[config.mk]
export PLATFORM = sky130hd
export DESIGN_NAME = btb_update_queue_flat
export DESIGN_NICKNAME = d
export VERILOG_FILES = /design/src/rtl/btb_update_queue_if.sv /design/src/rtl/btb_update_queue.sv /design/src/flat_wrapper.sv
export SDC_FILE = /design/constraint.sdc
export NUM_CORES = 2
export LEC_CHECK = 0
export ABC_AREA = 1
export BUFFER_PORTS_ARGS = -buffer_cell sky130_fd_sc_hd__buf_4
export CAP_MARGIN = 20
export CORE_ASPECT_RATIO = 1.5
export CORE_MARGIN = 4
export CORE_UTILIZATION = 55
export CTS_BUF_LIST = sky130_fd_sc_hd__clkbuf_4
export CTS_CLUSTER_DIAMETER = 100
export CTS_CLUSTER_SIZE = 8
export DETAILED_ROUTE_END_ITERATION = 16
export PLACE_DENSITY = 0.73
export SYNTH_ARGS = -nofsm -noshare
export SYNTH_HDL_FRONTEND = slang
export SYNTH_SLANG_ARGS = --single-unit
[constraint.sdc]
create_clock -name clock -period 4.3 [get_ports clock]
set_input_delay 1.29 -clock clock [delete_from_list [all_inputs] [get_ports clock]]
set_output_delay 1.29 -clock clock [all_outputs]
set_load 0.05 [all_outputs]
[src/rtl/btb_update_queue_if.sv]
// btb_update_queue_if
//  Bundles the branch-resolution lanes and the BTB write port of btb_update_queue.
//  master : resolution side (drives lanes and drain_en, observes the BTB strobe)
//  slave  : the queue itself
//  Signals:
//    in_valid/in_taken      [NUM_IN]        per-lane resolution flags
//    in_branch_PC/target_PC [NUM_IN][ADDR]  per-lane branch and target
//    drain_en                               allow dequeue this cycle
//    resolving_valid/_branch_PC/_target_PC  BTB write port
interface btb_update_queue_if #(
  parameter int NUM_IN = 2,
  parameter int ADDR   = 32
);
  logic [NUM_IN-1:0]           in_valid;
  logic [NUM_IN-1:0]           in_taken;
  logic [NUM_IN-1:0][ADDR-1:0] in_branch_PC;
  logic [NUM_IN-1:0][ADDR-1:0] in_target_PC;
  logic                        drain_en;
  logic                        resolving_valid;
  logic [ADDR-1:0]             resolving_branch_PC;
  logic [ADDR-1:0]             resolving_target_PC;

  modport master (
    output in_valid, in_taken, in_branch_PC, in_target_PC, drain_en,
    input  resolving_valid, resolving_branch_PC, resolving_target_PC
  );
  modport slave (
    input  in_valid, in_taken, in_branch_PC, in_target_PC, drain_en,
    output resolving_valid, resolving_branch_PC, resolving_target_PC
  );
endinterface

[src/rtl/btb_update_queue.sv]
// btb_update_queue
//  Buffers taken-branch resolutions from NUM_IN lanes and drains them one per cycle
//  into the BTB write port. Repeat updates to a queued PC overwrite the queued target
//  in place; updates that find no free slot are dropped and counted.
//  Ports:
//    clock       rising-edge clock
//    reset       asynchronous active-low reset
//    bus         btb_update_queue_if.slave (lanes in, BTB write port out)
//    count       occupied entries (registered)
//    drop_count  saturating count of dropped updates

// Per-lane lookup of the lane's branch PC against the queued entries.
module btb_uq_lane #(
  parameter int DEPTH = 8,
  parameter int ADDR  = 32,
  parameter int PW    = 3
) (
  input  logic [ADDR-1:0]            lane_pc,
  input  logic [DEPTH-1:0][ADDR-1:0] ent_pc,
  input  logic [DEPTH-1:0]           ent_en,
  output logic                       hit,
  output logic [PW-1:0]              hit_idx
);
  // Queued PCs are unique, so at most one entry can match.
  always_comb begin
    hit     = 1'b0;
    hit_idx = '0;
    for (int e = 0; e < DEPTH; e++) begin
      if (ent_en[e] && ent_pc[e] == lane_pc) begin
        hit     = 1'b1;
        hit_idx = PW'(e);
      end
    end
  end
endmodule

module btb_update_queue #(
  parameter int NUM_IN = 2,
  parameter int DEPTH  = 8,
  parameter int ADDR   = 32
) (
  input  logic                         clock,
  input  logic                         reset,
  btb_update_queue_if.slave            bus,
  output logic [$clog2(DEPTH+1)-1:0]   count,
  output logic [15:0]                  drop_count
);
  localparam int CW = $clog2(DEPTH+1);
  localparam int PW = $clog2(DEPTH);

  logic [DEPTH-1:0][ADDR-1:0] ent_pc, ent_tgt;
  logic [DEPTH-1:0]           ent_vld;
  logic [PW-1:0]              head, tail;

  logic                       deq;
  logic [DEPTH-1:0]           ent_en;
  logic [NUM_IN-1:0]          hit;
  logic [NUM_IN-1:0][PW-1:0]  hit_idx;
  logic [NUM_IN-1:0]          live, co_en, wr_en;
  logic [NUM_IN-1:0][PW-1:0]  wr_slot;
  logic [CW-1:0]              free, rank, enq_n, drop_n;
  logic [16:0]                dsum;

  assign deq                     = bus.drain_en && (count != '0);
  assign bus.resolving_valid     = deq;
  assign bus.resolving_branch_PC = ent_pc[head];
  assign bus.resolving_target_PC = ent_tgt[head];

  // The head leaving this cycle cannot absorb a coalesce; a matching lane re-enqueues.
  always_comb begin
    ent_en = ent_vld;
    if (deq) ent_en[head] = 1'b0;
  end

  for (genvar i = 0; i < NUM_IN; i++) begin : g_lane
    btb_uq_lane #(.DEPTH(DEPTH), .ADDR(ADDR), .PW(PW)) u_lane (
      .lane_pc (bus.in_branch_PC[i]),
      .ent_pc  (ent_pc),
      .ent_en  (ent_en),
      .hit     (hit[i]),
      .hit_idx (hit_idx[i])
    );
  end

  // Lane selection: collapse duplicates onto the highest lane, then coalesce or
  // allocate in ascending lane order. Free space is start-of-cycle, so a slot
  // vacated by this cycle's dequeue is not handed out.
  always_comb begin
    live    = '0;
    co_en   = '0;
    wr_en   = '0;
    wr_slot = '0;
    rank    = '0;
    enq_n   = '0;
    drop_n  = '0;
    free    = CW'(DEPTH) - count;
    for (int i = 0; i < NUM_IN; i++) begin
      live[i] = bus.in_valid[i] && bus.in_taken[i];
      for (int j = i + 1; j < NUM_IN; j++) begin
        if (bus.in_valid[j] && bus.in_taken[j] &&
            bus.in_branch_PC[j] == bus.in_branch_PC[i])
          live[i] = 1'b0;
      end
      if (live[i] && hit[i]) begin
        co_en[i] = 1'b1;
      end else if (live[i]) begin
        if (rank < free) begin
          wr_en[i]   = 1'b1;
          wr_slot[i] = tail + PW'(rank);
          enq_n      = enq_n + 1'b1;
        end else begin
          drop_n = drop_n + 1'b1;
        end
        rank = rank + 1'b1;
      end
    end
  end

  assign dsum = {1'b0, drop_count} + 17'(drop_n);

  always_ff @(posedge clock or negedge reset) begin
    if (!reset) begin
      ent_pc     <= '0;
      ent_tgt    <= '0;
      ent_vld    <= '0;
      head       <= '0;
      tail       <= '0;
      count      <= '0;
      drop_count <= '0;
    end else begin
      // Dequeue clear first; new writes never target the departing head slot.
      if (deq) ent_vld[head] <= 1'b0;
      for (int i = 0; i < NUM_IN; i++) begin
        if (wr_en[i]) begin
          ent_pc[wr_slot[i]]  <= bus.in_branch_PC[i];
          ent_tgt[wr_slot[i]] <= bus.in_target_PC[i];
          ent_vld[wr_slot[i]] <= 1'b1;
        end
        if (co_en[i]) ent_tgt[hit_idx[i]] <= bus.in_target_PC[i];
      end
      head       <= head + PW'(deq);
      tail       <= tail + PW'(enq_n);
      count      <= count + enq_n - CW'(deq);
      drop_count <= dsum[16] ? 16'hFFFF : dsum[15:0];
    end
  end
endmodule

[src/flat_wrapper.sv]
// flat-port wrapper written by rule: the top's interface ports become plain ports
module btb_update_queue_flat 
#(
  parameter int NUM_IN = 2,
  parameter int DEPTH  = 8,
  parameter int ADDR   = 32
)
  (clock, reset, count, drop_count, bus_in_valid, bus_in_taken, bus_in_branch_PC, bus_in_target_PC, bus_drain_en, bus_resolving_valid, bus_resolving_branch_PC, bus_resolving_target_PC);
  btb_update_queue_if #(.NUM_IN(NUM_IN), .ADDR(ADDR)) bus_i ();
  input  logic clock;
  input  logic reset;
  output logic [$clog2(DEPTH+1)-1:0] count;
  output logic [15:0] drop_count;
  input wire logic [$bits(bus_i.in_valid)-1:0] bus_in_valid;
  input wire logic [$bits(bus_i.in_taken)-1:0] bus_in_taken;
  input wire logic [$bits(bus_i.in_branch_PC)-1:0] bus_in_branch_PC;
  input wire logic [$bits(bus_i.in_target_PC)-1:0] bus_in_target_PC;
  input wire logic [$bits(bus_i.drain_en)-1:0] bus_drain_en;
  output wire logic [$bits(bus_i.resolving_valid)-1:0] bus_resolving_valid;
  output wire logic [$bits(bus_i.resolving_branch_PC)-1:0] bus_resolving_branch_PC;
  output wire logic [$bits(bus_i.resolving_target_PC)-1:0] bus_resolving_target_PC;
  assign bus_i.in_valid = bus_in_valid;
  assign bus_i.in_taken = bus_in_taken;
  assign bus_i.in_branch_PC = bus_in_branch_PC;
  assign bus_i.in_target_PC = bus_in_target_PC;
  assign bus_i.drain_en = bus_drain_en;
  assign bus_resolving_valid = bus_i.resolving_valid;
  assign bus_resolving_branch_PC = bus_i.resolving_branch_PC;
  assign bus_resolving_target_PC = bus_i.resolving_target_PC;
  btb_update_queue #(.NUM_IN(NUM_IN), .DEPTH(DEPTH), .ADDR(ADDR)) u_core (.clock(clock), .reset(reset), .bus(bus_i), .count(count), .drop_count(drop_count));
endmodule
==> impl_results.md <==
- Peak VDD IR: 0.996 mV
- Post-route cell area: 46400 sq um
- Die area: 73500 sq um
- Cell with the most instances after synthesis: nand2_1
- Fill cells: 5862
- H-tree depth: 3
- CP most frequent cell: buf_4
- Wire per inst: 27.9 um
- Crit path kind: flop to output port
- Via count: 44000
- Row count: 117
- Outcome: complete, but fails checks
- Worst reg-to-reg setup slack: 80 ps
- Core Util, Final: 68.0%
- Reg2reg start: u_core.ent_pc[209]
- Chip Height: 330 um
- DP Wirelength: 140 mm
- Crit Path Max Fanout: 10
- # IOs: 220
- Pwr per Cell Area: 787 nW/um^2
- Total Wirelength: 194 mm
- Final worst slack: -8.19 ps
- Worst-path cell chain: inv_2, nand3_2, buf_8, inv_4, buf_4, a221oi_1, o2111ai_1, buf_4
- Root Buffer: clkbuf_4
- Cell taking the most area after synthesis: dfrtp_1
- Final hold violation count: 0
- Place WS: -1250 ps
- Top cells by area, synth: dfrtp_1 (36%), nand2_1 (17%), xnor2_1 (6.0%)
- Fin nets: 6183
- HP Class: input pin to async pin
- DR DRC count: 0
- CP top delay family: buffers and inverters
- Max Root-Sink Buffers: 3
- Area grow syn2layout: 22.0%
- PortBufs: 219
- Synth Area per Inst: 6.90 sq um
- RSZ-0062 raised after global routing: true
- Flop and latch count out of synthesis: 546
- Grt ovf: 0
- Sequential share of the synthesized area: 35.9%
- Yosys cell types: 57
- Element type at the critical path start: flop
- Layout cells sized above 1: 19.1%
- GRT Total Usage: 50.6%
- Worst reg2reg path endpoint: u_core.drop_count[14]
- Core footprint: 68200 sq um
- Chip width: 223 um
- CP bufs+invs: 5
- Slew @ Worst Pin: 1010 ps
- Initial DRC count: 6468
- Synth Cell Area: 38000 sq um
- Routability cong.: 1.23
- Post-synth EDFFs: 0
- Most frequent cells after synthesis: nand2_1 (1687), dfrtp_1 (546), nor2_1 (513), o21ai_0 (419), inv_1 (415)
- R2R depth: 25
- Setup TNS: -15.4 ps
- Clk slew on worst S/H paths: 100 ps
- CP Capture Type: output port
- Clock Skew: 78.2 ps
- Worst endpoint required time: 3010 ps
- Final setup violation count: 2
- Post-synth top area share: 35.9%
- Largest net degree at the start of global routing: 91
- Failing checks: setup timing
- Period utilisation layout: 100%
- Ys async rst share: 100%
- CTS Sinks: 546
- Minimum clock period after layout: 4310 ps
- Slew Viols, Final: 0
- Synthesized Nets: 5663
- Most used DFF post-synth: dfrtp_1
- CTS tree: built
- Leak pwr: 22.4 nW
- Max Clock Freq: 0.232 GHz
- Initial Util: 55.7%
- CP arrival: 3020 ps
- First-pass detailed-route iteration total: 8
- TritonCTS Buffers: 78
- Syn Inst Count: 5508
- Skew-Pair Late Insertion Delay: 980 ps
- Post-route ant nets: 0
- Dpl cell area: 44500 sq um
- Number of synthesis warnings: 0
- Vias in the first global route: 42400
- WHS: 406 ps
- Crit path largest cell delay: 460 ps
- Initial antenna violation count: 10
- MaxCap Viol Count: 0
- Vias per std cell: 6.34
- First-pass GRT wire length: 276 mm
- Slew margin rel.: 32.2%
- Slowest CP cell: dfrtp_2
[through the flow]
| stage | std cells | power [mW] |
|---|---|---|
| 6_report | 6932 | 36.5 |
| 5_1_grt | 6930 | 37.9 |
| 4_1_cts | 6899 | 34.9 |
| 3_5_place_dp | 6793 | 31.5 |
| 3_3_place_gp | 6793 | 31.0 |
| 2_1_floorplan | 5508 | 22.5 |
[sequential cells by signal, indices dropped and copies added, names as in the netlist]
signal	cells
u_core.head	3
u_core.tail	3
u_core.ent_tgt	256
u_core.ent_vld	8
u_core.count	4
u_core.ent_pc	256
u_core.drop_count	16
[cell usage in the layout (no fill, tap or decap), types with 7 or more instances in the layout]
cell | netlist | routed
nand3_2 | 5 | 14
nand3_1 | 181 | 170
inv_4 | 1 | 11
clkinvlp_4 | 0 | 7
inv_1 | 415 | 396
ha_1 | 17 | 15
a21oi_1 | 231 | 231
buf_6 | 11 | 17
a221oi_2 | 0 | 11
o2111ai_1 | 32 | 27
inv_2 | 40 | 45
clkinv_1 | 11 | 7
nand4_1 | 133 | 133
nor3_1 | 39 | 38
nor2_1 | 513 | 484
nand2_2 | 4 | 19
o21ai_0 | 419 | 416
xnor2_2 | 0 | 12
a22o_1 | 10 | 9
nor2_2 | 7 | 24
buf_4 | 60 | 720
nor2_4 | 3 | 15
a22oi_1 | 64 | 64
nand3b_1 | 71 | 71
xnor2_1 | 260 | 245
o22ai_1 | 61 | 60
o21ai_1 | 137 | 136
o211ai_1 | 20 | 20
nand2_1 | 1687 | 1670
clkbuf_4 | 0 | 79
buf_12 | 0 | 104
dfrtp_1 | 546 | 541
a221oi_1 | 61 | 49
xor2_1 | 88 | 86
[cell families after synthesis]
family                     share of synthesized area, %
and+or+nand+nor                                    29.5
AOI/OAI and AO/OA                                  15.7
buffers and inverters                              10.1
DFF                                                35.9
xor gates and xnor gates                           8.02
adders and majority gates                         0.717
muxes                                            0.0296
[power by group]
part / internal [mW] / switching (mW) / leakage (nW)
registers: 7.70 / 3.34 / 6.51
logic: 8.21 / 14.3 / 15.5
clock network: 1.03 / 1.95 / 0.420
total: 17.0 / 19.5 / 22.4
[repair_timing]
item,4_1_cts,5_1_grt
endpoints found under the setup margin,100,499
hold buffers,0,0
pin swaps,3,47
gates resized for setup,50,126
setup buffers,19,24
cloned,1,4
[per-layer routing]
metal,wire length (um),GRT usage (%),up-vias,part of all wire (%)
met5,26,0,-,0.013
met4,24700,44.8,4,13
met3,23400,13.0,1367,12
met2,84800,80.5,3703,44
met1,60800,55.9,20100,31
li1,-,-,18800,-
[how the worst max path moves through the flow]
| stage | depth (start not counted) | slack [ps] | startpoint | end |
|---|---|---|---|---|
| 4_1_cts | 28 | -10 | u_core.count[1] | u_core.drop_count[6] |
| 3_5_place_dp | 29 | -1250 | bus_in_branch_PC[17] | u_core.drop_count[6] |
| 5_1_grt | 29 | -130 | u_core.count[3] | u_core.drop_count[15] |
| 2_1_floorplan | 29 | -190 | bus_in_branch_PC[16] | u_core.drop_count[8] |
| 6_report | 8 | -8 | u_core.head[0] | bus_resolving_branch_PC[17] |
| 3_3_place_gp | 28 | -1210 | bus_in_branch_PC[17] | u_core.drop_count[14] |
[area by class of cell]
type / count / area, sq um / area share, %
tap: 892 / 1120 / 2.41
sequential: 546 / 13700 / 29.5
clock buffer: 79 / 593 / 1.28
timing repair buffer: 850 / 7870 / 17.0
inverter: 467 / 1810 / 3.91
timing repair inverter: 1 / 7.51 / 0.0162
multi-input combinational: 4084 / 21200 / 45.6
antenna: 6 / 15.0 / 0.0324
clock inverter: 7 / 115 / 0.248
Note: power is estimated with default switching activity, not from simulation.
